$ cat src/rtl/rsh_pkg.sv
// rsh_pkg: shared widths, shift amount and word type for the byte right shifter
package rsh_pkg;
  localparam int DATA_W = 16;
  localparam int RSH_AMT = 8;
  typedef logic [DATA_W-1:0] word_t;
endpackage

$ cat src/rtl/rsh_core.sv
// rsh_core: combinational log barrel logical right shifter steered by SHIFT bits
module rsh_core #(
  parameter int N = 4,
  parameter int SHIFT = 8
) (
  input  logic [2**N-1:0] a,
  output logic [2**N-1:0] y
);
  localparam logic [N:0] SH = (N+1)'(SHIFT);
  logic [2**N-1:0] s [N+1];
  assign s[0] = a;
  for (genvar i = 0; i < N; i++) begin : g_stage
    assign s[i+1] = SH[i] ? s[i] >> (2**i) : s[i];
  end
  assign y = SH[N] ? '0 : s[N];
endmodule

$ cat src/rtl/rsh_eight_unit.sv
// rsh_eight_unit: registered fixed logical right shift with valid flag
module rsh_eight_unit
  import rsh_pkg::*;
#(
  parameter int N = 4,
  parameter int SHIFT = RSH_AMT
) (
  input  logic            clk,
  input  logic            rst_n,
  input  logic            in_valid,
  input  logic [2**N-1:0] a,
  output logic            out_valid,
  output logic [2**N-1:0] b
);
  logic [2**N-1:0] shifted;
  rsh_core #(.N(N), .SHIFT(SHIFT)) u_core (.a(a), .y(shifted));
  // capture the shifted word only on valid input; the flag tracks in_valid
  always_ff @(posedge clk or negedge rst_n) begin
    if (!rst_n) begin
      b <= '0;
      out_valid <= 1'b0;
    end else begin
      out_valid <= in_valid;
      if (in_valid) b <= shifted;
    end
  end
endmodule

$ cat config.mk
export PLATFORM = sky130hd
export DESIGN_NAME = rsh_eight_unit
export DESIGN_NICKNAME = d
export VERILOG_FILES = /design/src/rtl/rsh_pkg.sv /design/src/rtl/rsh_core.sv /design/src/rtl/rsh_eight_unit.sv
export SDC_FILE = /design/constraint.sdc
export NUM_CORES = 1
export LEC_CHECK = 0
export BUFFER_PORTS_ARGS = -buffer_cell sky130_fd_sc_hd__buf_4
export CAP_MARGIN = 20
export CORE_AREA = 2 2 39 41
export CTS_BUF_LIST = sky130_fd_sc_hd__clkbuf_4
export DETAILED_ROUTE_END_ITERATION = 16
export DIE_AREA = 0 0 41 43
export PLACE_DENSITY = 0.71
export SLEW_MARGIN = 20
export SYNTH_ARGS = -nofsm -noshare
export SYNTH_HDL_FRONTEND = slang
export SYNTH_SLANG_ARGS = --single-unit
export TNS_END_PERCENT = 1
$ cat constraint.sdc
create_clock -name clk -period 0.8 [get_ports clk]
set_input_delay 0.16 -clock clk [delete_from_list [all_inputs] [get_ports clk]]
set_output_delay 0.16 -clock clk [all_outputs]
set_load 0.01 [all_outputs]
## Yosys cells after proc, flatten, opt, wreduce, memory -nomap -nowiden

Index checks and enable logic that the tools add are counted.

- Word-level logic and storage cells: 2
- Register bits after elaboration: 9

## Logic depth before layout (Yosys ltp)

Gate-level depths: netlist (run 1).

- Depth after elaboration: 0
- Depth in mapped cells: 2
- Gate-level depth less buffers: 1

## By module

From an unflattened synthesis (run 1), not the netlist that was laid out.

- Cells, all modules: 52
- Area total of the unflattened synthesis: 798.3 um2

By module, submodules not included:

| module | seq. area each (um2) | times used | cells each | area each (um2) |
|---|---|---|---|---|
| rsh_eight_unit | 425.4 | 1 | 35 | 674.4 |
| rsh_core | 0.0 | 1 | 17 | 123.9 |

## Worst setup path after synthesis (run 1)

No wires, ideal clock.

- Kind: register to register
- Start point: register, netlist name b[0]
- End point: register b[0]
- Required time: 0.675 ns
- Cell stages (with the launch flop): 2
- Clock period less this slack: 0.779 ns
- Arrival time: 0.654 ns
- Slack: 0.021 ns
- Path through: dfrtp_1 -> mux2_4

RTL lines:

| what | RTL line | text |
|---|---|---|
| to (signal assigned) | rsh_eight_unit.sv:24 | `if (in_valid) b <= shifted;` |
| to (decl) | rsh_eight_unit.sv:13 | `output logic [2**N-1:0] b` |

## Final worst setup path (run 1)

- Start point: register b[2]
- End point: output b[2]

No word-level cell between the ends.

==> impl_metrics.py, run 1 <==
metrics = {
    "grt": {
        "grt_max_degree": 10,
        "first_global_vias": 254,
        "antenna_found_initial": 0,
        "grt-ovfl-total": 0,
        "grt_first_pass_wirelength_um": 1070,
        "track_usage_pct": 10.4,
    },
    "synth": {
        "synth_cells": 27,
        "yosys_warnings": 0,
        "synth.avg_cell_area_um2": 15.6,
        "yosys_register_bits": 9,
        "seq_area_frac_synth_pct": 53.6,
        "synth.lib_cells_used.distinct": 5,
        "synth.cell_area_um2": 420,
    },
    "clock_tree": {
        "cts_max_path_buffers": 2,
        "clk_latency_ns": 0.25,
        "htreeDepth": 1,
        "cts_root_buf": "clkbuf_4",
        "cts_tree": "done",
        "clkTransAtPathRegs_ns": 0.06,
        "clock_sinks": 9,
        "cts-buffers-inserted": 3,
    },
    "worst_setup_path": {
        "path_buf_inv": 1,
        "worstPathCellList": "buf_6",
        "cp.required_ns": 0.64,
        "cp_top_family": "flip-flops",
        "crit_path_end_kind": "primary output",
        "cpPeakStageDelay_ns": 0.39,
        "path_class": "register to primary output",
        "start_kind": "register",
        "slowest_stage": "dfrtp_1",
        "crit_fanout": 2,
        "arrival_ns": 0.77,
    },
    "power_and_ir_drop": {
        "power_density_mw_per_mm2": 1910,
        "p_comb_share_pct": 22.8,
        "power_uw": 1180,
        "clock_power_share_pct": 32.5,
        "switching_power_uw": 281,
        "switching_share_pct": 23.8,
        "intPower_uw": 901,
        "leakage_uw": 0.000327,
        "ir_drop_mv": 0.804,
        "pwr-share-seq_pct": 44.7,
    },
    "outcome": {
        "violations": "negative setup slack",
        "run_status": "finished with violations",
    },
    "sta": {
        "rsz0062_at_grt": "yes",
        "min_period_over_period_pct": 117,
        "final-max-slew-violation-count": 0,
        "fmax_mhz": 1070,
        "finalHoldViolCount": 0,
        "fin_hold_ws_ns": 0.127,
        "setup_viol": 10,
        "period_needed_ns": 0.934,
        "setup_ws_ns": -0.134,
        "finClkSkew_ns": 0,
    },
    "cells_and_area": {
        "fin_nets": 70,
        "layout-drive-gt1-share_pct": 64.0,
        "stdcell_area_um2": 619,
        "num-fill-cells": 131,
        "num_antenna_cells": 0,
        "area_growth_syn_to_layout_pct": 47.3,
        "seq_area_um2": 225,
        "multi_input_area_um2": 150,
    },
    "routing": {
        "routed_via_density": 3.85,
        "routedWlPerCell_um": 11.5,
        "drcViolationCount": 0,
        "drtPass1Iterations": 1,
        "via_count": 254,
        "final_antenna_net_count": 0,
        "first_iter_violations": 0,
        "wl_um": 761,
    },
    "floorplan": {
        "die_h_um": 43,
        "die-width_um": 41,
        "start_util_pct": 30.4,
        "num_rows": 14,
        "ios": 36,
        "dieArea_mm2": 0.00176,
        "core_mm2": 0.00138,
    },
    "placement": {
        "dp_hpwl_um": 574,
        "portBuffers": 19,
        "place_congestion": 0.587,
        "place_area_um2": 538,
    },
    "hold_path": {
        "worstHoldPathType": "input pin to register",
    },
    "flow_run": {
        "max_cap_viol_count": 0,
    },
}
==> power groups by stage <==
stage / registers, uW / logic [uW] / clock network, uW
2_1_floorplan: 549 / 125 / 0
3_3_place_gp: 527 / 231 / 0
3_5_place_dp: 529 / 236 / 0
4_1_cts: 527 / 271 / 408
5_1_grt: 532 / 292 / 432
6_report: 528 / 270 / 384
==> worst paths after layout <==
kind                       startpoint        end  slack [ns]  cells after the start
setup / recovery                 b[2]       b[2]       -0.13                      1
hold / removal               in_valid  out_valid        0.13                      1
setup reg to reg                 b[7]       b[7]       -0.09                      2
hold reg to reg                  b[3]       b[3]        0.53                      1
max in group asynchronous       rst_n       b[1]        0.40                      2
min in group asynchronous       rst_n  out_valid        0.26                      2
==> registers in the layout, summed over array words and instances (netlist names) <==
register,flops
b,8
out_valid,1
==> routing by layer <==
metal  GRT usage [%]  share of wire (%)
met1            10.7                 39
met4            8.00               0.53
met5               0                  0
met3            8.38                 13
met2            13.1                 47
==> cell type report <==
class | instances | area share, %
flip-flops and latches | 9 | 36.4
repair buffers | 21 | 31.3
multi-input cells | 16 | 24.2
clock buffers | 4 | 4.85
well taps | 16 | 3.23
==> logic make-up after synthesis <==
kind of cell           share of synthesized area (%)
muxes                                           28.6
buffers and inverters                           17.0
other                                          0.892
DFF                                             53.6
==> synth_stat cells <==
master / instances / share of area [%]
buf_4: 8 / 14
mux2_4: 8 / 29
buf_6: 1 / 2.7
conb_1: 1 / 0.89
dfrtp_1: 9 / 54
==> cell usage in the layout, fill, tap and decap left out, drive strengths merged <==
cell type / n
buf: 20
dfrtp: 9
mux2: 8
conb: 8
clkbuf: 4
dlygate4sd3: 1
==> what timing repair did <==
item	CTS	global route
resized for setup	8	1
hold endpoints to repair	9	0
hold buffers	1	0
setup endpoints to repair	9	10
setup buffers	1	0
==> through the flow <==
step / instances / setup slack [ns] / setup TNS (ns) / utilization (%)
floorplan: 34 / 0.0207 / 0 / -
global placement: 60 / 0.0121 / 0 / 38.9
detailed placement: 60 / -0.000741 / -0.000741 / 38.9
CTS: 66 / -0.151 / -1.36 / 44.5
global route: 66 / -0.174 / -1.59 / 44.8
finish: 66 / -0.134 / -1.22 / 44.8
(Power assumes the default switching activity.)
==> run 2, diff against run 1 <==
- PLACE_DENSITY: 0.71 -> 0.68
- RECOVER_POWER: default -> 50
- clock period: 0.8 -> 1.05 ns (I/O delays scaled with it)
==> run 2 against run 1 <==
Against the previous run:
- sequential share of layout area up 4.1 points
- count of clock-buffer cells in the layout fell by 1
- sequential cell count is the same
- worst hold slack gained 0.041 ns
- the flow now finishes without violations
- largest power group unchanged
- core utilization decreased by 4.5 points
- worst setup slack gained 0.19 ns
==> impl_metrics.py, run 2 (synthesis results as in run 1) <==
metrics = {
    "grt": {
        "grt-ovfl-total": 0,
        "track_usage_pct": 9.02,
        "grt_max_degree": 10,
        "first_global_vias": 239,
        "grt_first_pass_wirelength_um": 1010,
        "antenna_found_initial": 0,
    },
    "clock_tree": {
        "cts_tree": "done",
        "clock_sinks": 9,
        "cts_setup_buffers": 0,
        "cts_max_path_buffers": 2,
        "htreeDepth": 1,
        "cts_root_buf": "clkbuf_4",
        "cts-buffers-inserted": 3,
        "clk_latency_ns": 0.26,
        "clkTransAtPathRegs_ns": 0.07,
        "cts_resized": 0,
    },
    "worst_setup_path": {
        "worst-path-stages": 1,
        "start_kind": "register",
        "path_buf_inv": 1,
        "arrival_ns": 0.79,
        "worstRegToRegCells": 1,
        "cp.required_ns": 0.84,
        "cpPeakStageDelay_ns": 0.38,
        "worstPathCellList": "buf_4",
        "cp_top_family": "flip-flops",
        "crit_fanout": 2,
        "crit_path_end_kind": "primary output",
        "path_class": "register to primary output",
        "slowest_stage": "dfrtp_1",
    },
    "cells_and_area": {
        "layout_commonest_cell": "buf_4",
        "layout-drive-gt1-share_pct": 53.1,
        "regMostFlops": "b",
        "mostFrequentLayoutCells": "buf_4, dfrtp_1, conb_1",
        "num_antenna_cells": 0,
        "fin_nets": 69,
        "reg.largest.list": "b: 8 flops, out_valid: 1 flops",
        "area_growth_syn_to_layout_pct": 32.4,
        "largest_reg_flops": 8,
        "final_util_pct": 40.2,
    },
    "sta": {
        "rsz0062_at_grt": "no",
        "relSlewSlack_pct": 60.0,
        "setup_viol": 0,
        "period_needed_ns": 0.997,
        "finClkSkew_ns": 0,
        "final-max-slew-violation-count": 0,
        "tightest_slew_ns": 0.600,
        "fmax_mhz": 1000,
        "min_period_over_period_pct": 95.0,
        "finalHoldViolCount": 0,
        "fin_setup_tns_ns": 0,
    },
    "power_and_ir_drop": {
        "switching_power_uw": 207,
        "p_comb_share_pct": 19.9,
        "power_density_mw_per_mm2": 1480,
        "clock_power_share_pct": 32.0,
        "switching_share_pct": 25.1,
        "pwr-share-seq_pct": 48.1,
        "leakage_uw": 0.000290,
        "power_uw": 824,
        "ir_drop_mv": 0.622,
        "intPower_uw": 617,
    },
    "placement": {
        "place_congestion": 0.533,
        "portBuffers": 19,
        "dp_hpwl_um": 502,
    },
    "routing": {
        "routedWlPerCell_um": 10.2,
        "wl_um": 661,
        "first_iter_violations": 0,
        "final_antenna_net_count": 0,
        "routed_via_density": 3.86,
        "drtPass1Iterations": 1,
        "drcViolationCount": 0,
        "via_count": 251,
    },
    "floorplan": {
        "dieArea_mm2": 0.00176,
        "die_h_um": 43,
        "ios": 36,
        "die-width_um": 41,
        "num_rows": 14,
        "core_mm2": 0.00138,
        "start_util_pct": 30.4,
    },
    "hold_path": {
        "worstHoldPathType": "input pin to register",
        "whs_path_depth": 2,
    },
    "flow_run": {
        "max_cap_viol_count": 0,
    },
    "outcome": {
        "run_status": "finished, final reports clean",
    },
}
run 2: what timing repair did:
action	4_1_cts	5_1_grt
hold endpoints to repair	9	0
setup endpoints to repair	0	0
hold buffers	1	0
run 2: worst paths after layout:
kind,from,to,slack (ns)
max,b[6],b[6],0.05
min in group asynchronous,rst_n,b[6],0.42
min reg2reg,b[1],b[1],0.49
min,a[14],b[6],0.17
max reg2reg,b[6],b[6],0.27
max in group asynchronous,rst_n,b[3],0.30
run 2: cell type report:
type,count,area [um2]
repair buffers,20,145
clock inverters,1,5.00
well taps,16,20.0
flip-flops and latches,9,225
multi-input cells,16,139
fillers,147,827
clock buffers,3,22.5
run 2: per-layer routing:
layer	part of all wire [%]	wire length (um)	track usage, %
met5	0	0	0
met4	0	0	8.00
met3	9.8	65	3.14
met2	53	351	12.2
met1	37	244	10.6
run 2: power by group through the flow:
stage          Combinational, uW  Clock (uW)  Sequential (uW)
6_report                     164         264              396
4_1_cts                      181         280              397
3_3_place_gp                 176           0              402
5_1_grt                      178         300              401
3_5_place_dp                 177           0              403
2_1_floorplan               95.1           0              418
run 2: through the flow:
stage	cell area (um2)	cells	hold slack, ns	setup WS (ns)
final	557	65	0.168	0.0526
after global routing	557	65	0.162	0.00523
after CTS	576	65	0.162	0.0343
after detailed placement	538	60	0.0387	0.210
after global placement	538	60	0.0409	0.208
after floorplan	447	34	-0.0856	0.271
